### src/rtl/bayer_mosaic_gen.sv
// Converts a 24-bit RGB stream into an 8-bit Bayer raw stream, with a fixed 2-cycle latency and no backpressure.
// Optional per-frame geometry statistics are built when FRAME_STATS_EN is defined.
module bayer_mosaic_gen #(
  parameter int unsigned BAYER_PATTERN = 0,
  parameter logic        VSYNC_POL     = 1'b1
) (
  input  logic        pixel_clock,
  input  logic        reset,
  input  logic        in_vsync,
  input  logic        in_hsync,
  input  logic        in_den,
  input  logic        in_line_start,
  input  logic [23:0] in_pixel,
  output logic        out_vsync,
  output logic        out_hsync,
  output logic        out_den,
  output logic        out_line_start,
  output logic [7:0]  out_raw,
  output logic [15:0] frame_count,
  output logic [13:0] stat_lines,
  output logic [13:0] stat_pixels,
  output logic        stat_valid
);

  localparam logic [1:0] PHASE = 2'(BAYER_PATTERN);

  logic        w_vs_act;
  logic        w_vs_edge;
  logic        w_den_fall;
  logic [1:0]  w_sel;
  logic [7:0]  w_raw;

  logic        r_vs_act;
  logic        r_den_d;
  logic        r_x_par;
  logic        r_y_par;
  logic [15:0] r_frame_count;

  logic        r_s1_vsync;
  logic        r_s1_hsync;
  logic        r_s1_den;
  logic        r_s1_line_start;
  logic [23:0] r_s1_pixel;
  logic [1:0]  r_s1_sel;

  logic        r_s2_vsync;
  logic        r_s2_hsync;
  logic        r_s2_den;
  logic        r_s2_line_start;
  logic [7:0]  r_s2_raw;

  assign w_vs_act   = in_vsync ~^ VSYNC_POL;
  assign w_vs_edge  = w_vs_act & ~r_vs_act;
  assign w_den_fall = r_den_d & ~in_den;
  assign w_sel      = {r_y_par ^ PHASE[1], r_x_par ^ PHASE[0]};

  // Parity state describes the pixel currently on the input, before this edge updates it.
  always_ff @(posedge pixel_clock or posedge reset) begin
    if (reset) begin
      r_vs_act      <= 1'b0;
      r_den_d       <= 1'b0;
      r_x_par       <= 1'b0;
      r_y_par       <= 1'b0;
      r_frame_count <= 16'd0;
    end else begin
      r_vs_act <= w_vs_act;
      r_den_d  <= in_den;
      r_x_par  <= in_den & ~r_x_par;
      if (w_vs_edge) begin
        r_y_par <= 1'b0;
      end else if (w_den_fall) begin
        r_y_par <= ~r_y_par;
      end
      if (w_vs_edge) begin
        r_frame_count <= r_frame_count + 16'd1;
      end
    end
  end

  always_comb begin
    w_raw = 8'h00;
    case (r_s1_sel)
      2'b00:   w_raw = r_s1_pixel[23:16];
      2'b11:   w_raw = r_s1_pixel[7:0];
      default: w_raw = r_s1_pixel[15:8];
    endcase
  end

  always_ff @(posedge pixel_clock or posedge reset) begin
    if (reset) begin
      r_s1_vsync      <= 1'b0;
      r_s1_hsync      <= 1'b0;
      r_s1_den        <= 1'b0;
      r_s1_line_start <= 1'b0;
      r_s1_pixel      <= 24'd0;
      r_s1_sel        <= 2'b00;
      r_s2_vsync      <= 1'b0;
      r_s2_hsync      <= 1'b0;
      r_s2_den        <= 1'b0;
      r_s2_line_start <= 1'b0;
      r_s2_raw        <= 8'h00;
    end else begin
      r_s1_vsync      <= in_vsync;
      r_s1_hsync      <= in_hsync;
      r_s1_den        <= in_den;
      r_s1_line_start <= in_line_start;
      r_s1_pixel      <= in_pixel;
      r_s1_sel        <= w_sel;
      r_s2_vsync      <= r_s1_vsync;
      r_s2_hsync      <= r_s1_hsync;
      r_s2_den        <= r_s1_den;
      r_s2_line_start <= r_s1_line_start;
      r_s2_raw        <= r_s1_den ? w_raw : 8'h00;
    end
  end

  assign out_vsync      = r_s2_vsync;
  assign out_hsync      = r_s2_hsync;
  assign out_den        = r_s2_den;
  assign out_line_start = r_s2_line_start;
  assign out_raw        = r_s2_raw;
  assign frame_count    = r_frame_count;

`ifdef FRAME_STATS_EN
  localparam logic [13:0] STAT_MAX = 14'h3FFF;

  logic        w_den_rise;
  logic [13:0] w_line_next;
  logic [13:0] r_pix_cnt;
  logic [13:0] r_line_cnt;
  logic [13:0] r_last_pix;
  logic [13:0] r_stat_lines;
  logic [13:0] r_stat_pixels;
  logic        r_stat_valid;

  assign w_den_rise  = in_den & ~r_den_d;
  assign w_line_next = (r_line_cnt == STAT_MAX) ? STAT_MAX : r_line_cnt + 14'd1;

  // A line ending in the vsync edge cycle still belongs to the frame being reported.
  always_ff @(posedge pixel_clock or posedge reset) begin
    if (reset) begin
      r_pix_cnt     <= 14'd0;
      r_line_cnt    <= 14'd0;
      r_last_pix    <= 14'd0;
      r_stat_lines  <= 14'd0;
      r_stat_pixels <= 14'd0;
      r_stat_valid  <= 1'b0;
    end else begin
      if (w_den_rise) begin
        r_pix_cnt <= 14'd1;
      end else if (in_den && r_pix_cnt != STAT_MAX) begin
        r_pix_cnt <= r_pix_cnt + 14'd1;
      end
      if (w_den_fall) begin
        r_last_pix <= r_pix_cnt;
      end
      r_stat_valid <= w_vs_edge;
      if (w_vs_edge) begin
        r_stat_lines  <= w_den_fall ? w_line_next : r_line_cnt;
        r_stat_pixels <= w_den_fall ? r_pix_cnt : r_last_pix;
        r_line_cnt    <= 14'd0;
      end else if (w_den_fall) begin
        r_line_cnt <= w_line_next;
      end
    end
  end

  assign stat_lines  = r_stat_lines;
  assign stat_pixels = r_stat_pixels;
  assign stat_valid  = r_stat_valid;
`else
  assign stat_lines  = 14'd0;
  assign stat_pixels = 14'd0;
  assign stat_valid  = 1'b0;
`endif

endmodule

### config.mk
export PLATFORM = sky130hd
export DESIGN_NAME = bayer_mosaic_gen
export DESIGN_NICKNAME = d
export VERILOG_FILES = /design/src/rtl/bayer_mosaic_gen.sv
export SDC_FILE = /design/constraint.sdc
export NUM_CORES = 1
export LEC_CHECK = 0
export ABC_AREA = 0
export ABC_CLOCK_PERIOD_IN_PS = 2400
export CAP_MARGIN = 20
export CORE_MARGIN = 2
export CORE_UTILIZATION = 43
export DETAILED_ROUTE_END_ITERATION = 12
export MAX_ROUTING_LAYER = met4
export PLACE_DENSITY_LB_ADDON = 0.3
export REMOVE_ABC_BUFFERS = 1
export SLEW_MARGIN = 20
export SYNTH_ARGS = -nofsm -noshare
export SYNTH_HDL_FRONTEND = slang
export SYNTH_SLANG_ARGS = --single-unit
### constraint.sdc
create_clock -name pixel_clock -period 2.4 [get_ports pixel_clock]
set_clock_uncertainty 0.05 [all_clocks]
set_input_delay 0.48 -clock pixel_clock [delete_from_list [all_inputs] [get_ports pixel_clock]]
set_output_delay 0.48 -clock pixel_clock [all_outputs]
set_load 0.1 [all_outputs]
==> run summary <==
The run finished with clean final reports. Summing the areas of all and, or, nand and nor instances in the mapped netlist gives 10.8% of the synthesized area. The area share of xor/xnor cells in the synthesized design is 6.13%, and the first-iteration detailed-routing DRC count is 49. The number of cells upsized or downsized after cts is 0, and the portion of synthesized cell area occupied by the leading cell type is 65.7%. In this run the number of H-tree levels came out at 3. The worst slack at placement came out at 368 ps.

For the worst setup path, the data arrival time is 1860 ps. Setup repair after global routing left no endpoint under its margin. The critical path is of the primary input to flop type. The buffer levels on the longest clock path came out at 2.

The max-slew violation count was 0. The total overflow left after global routing is 0. In this run the standard cell core region covers 5110 µm². From left edge to right edge, the die measures 76.9 µm. The final hold slack came out at 299 ps. Setup violations remaining at the end of the flow were counted as 0. The logs give 9 for the total CTS buffers and 1350 for the total vias in the final route.

After synthesis the cells add up to 2290 µm². Counting instances in the post-synthesis netlist gives the leading cell types as 60 x sky130_fd_sc_hd__dfrtp_1, 29 x sky130_fd_sc_hd__buf_4, 13 x sky130_fd_sc_hd__nand2_1. Wires add up to 3.89 mm.

The largest family of logic cells by synthesized area is simple AND/OR/NAND/NOR gates. 87 I/O pins were placed. The mean cell area of the mapped netlist works out to 13.1 µm². The power per standard cell area works out to 1070 nW/µm². The floorplan step set the die height to 76.9 µm. The remaining antenna violation count after routing was 0; the clock-pin slew reported for the worst setup and hold paths after clock tree synthesis was 60 ps. Number of global-route vias before repair: 1356.

After detailed routing, the average wire length per cell comes to 12.4 µm. During placement, the flow inserted port buffers numbering 57. The worst IR drop on VDD was 942 µV. The complex-gate fraction of the synthesized area was 4.38%. The path type of the worst min-delay path was flop to flop. In the global route stage, overall resource usage came out at 15.5%. STA classifies the critical path endpoint as a flop. Data on the critical path is required at its endpoint by 2560 ps. sky130_fd_sc_hd__dfrtp_1 takes more of the synthesized area than any other cell. The share of synthesized flip-flops with an asynchronous set or reset works out to 100%. The ratio of cells with drive above 1 in the final layout is 19.7%, and the achievable clock frequency is 591 MHz.

For the hold buffer count at cts, the log shows 0. CTS saw 60 sinks. Total power for the finished layout comes to 3.16 mW. The post-detailed-route via-to-cell ratio came out at 4.30. The number of maximum-capacitance constraint violations came out at 0. The run gives 175 as the count of mapped cells out of synthesis. The number of detailed-routing iterations run before antenna repair is 4, and the multiplexer share of the synthesized area is 0.493%. Once the clock tree was built, the setup fixing pass inserted 0 buffers. The cell at the root of the clock tree was sky130_fd_sc_hd__clkbuf_8.

The clock latency on the worst-skew pair came out at 330 ps. The logs give 0 for the initial antenna violation count and 1.43 nW for the leakage power of the design. For this run, the share of the core covered by cells in the final layout is 57.5%. The run gives 0 as the total of warnings raised by yosys. The number of antenna diodes in the final layout is 0. TritonCTS built the clock tree. In the routed design, unresolved DRC markers number 0. Number of distinct standard cells referenced by the synthesized netlist: 24.

Of all nets on the critical path, the largest fanout is 4. The run gives 6.55 mm as the global-route wire length before repair. The most instantiated library cell after synthesis is sky130_fd_sc_hd__dfrtp_1. The wire-length estimate of the detail-placed layout is 2.61 mm. The die covers 5920 µm².

For this run, the number of standard cells in the final layout without fillers is 314. The worst path uses 70.5% of the clock period. Counting tap cells, the placed design contains a total of 299 instances. The logs give 44.8% for the initial core utilization and 26 for the floorplan row count.

The smallest clock period supported by the final layout is computed as 1690 ps. In the post-synthesis netlist, the biggest area contributors are sky130_fd_sc_hd__dfrtp_1 66%, sky130_fd_sc_hd__buf_4 9.5%, sky130_fd_sc_hd__xnor2_1 3.8%. The placed instances occupy a cell area of 2770 µm². The final number of hold-violating endpoints is 0. Area growth from synthesis to layout: 28.6%.

The synthesized design contains 0 enable-type register cells. After Yosys synthesis, full adders, half adders and majority gates account for 1.64% of the synthesized area. Summed over all failing endpoints, the final setup total negative slack is 0 ps. The worst setup path is launched from a primary input. Once routing completed, OpenROAD measured the worst setup slack at 708 ps. The congestion estimate from routability-driven global placement came to 0.733. At the end of the flow, the number of nets in the layout was 273. Synthesis inferred 60 register bits. The largest net degree at the start of global routing is 61.

Finished layout cell area: 2940 µm². Among all flip-flop cells after synthesis, the most frequent one is sky130_fd_sc_hd__dfrtp_1. The share of the Yosys chip area taken by registers is 65.7%.
-- cell families after synthesis --
family | count (synthesis)
multiplexers | 1
adder cells (fa/ha/maj) | 3
AND/OR/NAND/NOR | 42
XOR/XNOR | 16
buffers and inverters | 36
AO/OA/AOI/OAI | 16
flip-flops | 60
other | 1
-- worst max-delay path: stages --
cell,delay [ps]
sky130_fd_sc_hd__clkdlybuf4s50_1,540
sky130_fd_sc_hd__nand4b_2,180
sky130_fd_sc_hd__nor4_4,380
sky130_fd_sc_hd__nand3_1,140
sky130_fd_sc_hd__xnor2_1,140
-- worst paths after layout --
check | depth (start not counted) | slack [ps] | start | endpoint
setup / recovery | 5 | 710 | in_vsync | frame_count[15]
setup reg to reg | 5 | 870 | frame_count[0] | frame_count[8]
hold / removal | 0 | 300 | r_s1_hsync | out_hsync
hold reg to reg | 0 | 300 | r_s1_hsync | out_hsync
min in group asynchronous | 3 | 470 | reset | frame_count[12]
max in group asynchronous | 3 | 1570 | reset | r_s1_pixel[13]
-- cell type report --
cell class	instances	area, µm²
clock buffers	13	159
clock inverters	2	10.0
fillers	441	2170
inverters	4	15.0
multi-input cells	107	646
flip-flops and latches	60	1500
well taps	70	87.6
repair buffers	58	520
-- registers in the layout, summed over array words and instances, names as in the netlist, 2 cells and up --
register and count:
r_s1_sel 2, r_s1_pixel 24, frame_count 16, out_raw 8
-- cell usage in the layout (no fill, tap or decap) --
| cell type | synthesis | routed |
|---|---|---|
| sky130_fd_sc_hd__xor2_1 | 6 | 6 |
| sky130_fd_sc_hd__nor4_2 | 1 | 1 |
| sky130_fd_sc_hd__nand4_1 | 1 | 1 |
| sky130_fd_sc_hd__nand3_1 | 4 | 4 |
| sky130_fd_sc_hd__dfrtp_1 | 60 | 60 |
| sky130_fd_sc_hd__clkbuf_8 | 0 | 11 |
| sky130_fd_sc_hd__nor4_4 | 1 | 1 |
| sky130_fd_sc_hd__clkdlybuf4s50_1 | 0 | 29 |
| sky130_fd_sc_hd__inv_1 | 4 | 3 |
| sky130_fd_sc_hd__conb_1 | 1 | 29 |
| sky130_fd_sc_hd__nand4b_2 | 1 | 1 |
| sky130_fd_sc_hd__a22oi_1 | 8 | 8 |
| sky130_fd_sc_hd__buf_12 | 0 | 1 |
| sky130_fd_sc_hd__nand2_1 | 13 | 13 |
| sky130_fd_sc_hd__nand2_2 | 1 | 1 |
| sky130_fd_sc_hd__clkinv_2 | 0 | 2 |
| sky130_fd_sc_hd__nor2b_1 | 3 | 3 |
| sky130_fd_sc_hd__and2_1 | 8 | 8 |
| sky130_fd_sc_hd__and3_1 | 3 | 3 |
| sky130_fd_sc_hd__inv_2 | 0 | 1 |
| sky130_fd_sc_hd__nor3_1 | 3 | 3 |
| sky130_fd_sc_hd__clkbuf_1 | 3 | 2 |
| sky130_fd_sc_hd__buf_4 | 29 | 28 |
| sky130_fd_sc_hd__nand3b_1 | 1 | 1 |
| sky130_fd_sc_hd__mux2_2 | 1 | 1 |
| sky130_fd_sc_hd__xnor2_1 | 10 | 10 |
| sky130_fd_sc_hd__o21ai_0 | 8 | 8 |
| sky130_fd_sc_hd__nor2_1 | 2 | 2 |
| sky130_fd_sc_hd__ha_1 | 3 | 3 |
-- where the power goes --
| part | switching, mW | leakage (nW) | internal, mW | total, mW |
|---|---|---|---|---|
| sequential | 0.0970 | 0.739 | 1.12 | 1.22 |
| clock | 0.353 | 0.0893 | 0.422 | 0.775 |
| combinational | 0.929 | 0.604 | 0.234 | 1.16 |
-- metal layers --
metal	share of wire (%)	GRT usage, %	up-vias
met2	46	21.4	67
met1	45	19.0	639
li1	-	-	639
met3	8.6	8.71	5
met4	0.59	5.27	0
met5	0	-	-
No activity file was read; power rests on OpenSTA's default activity.
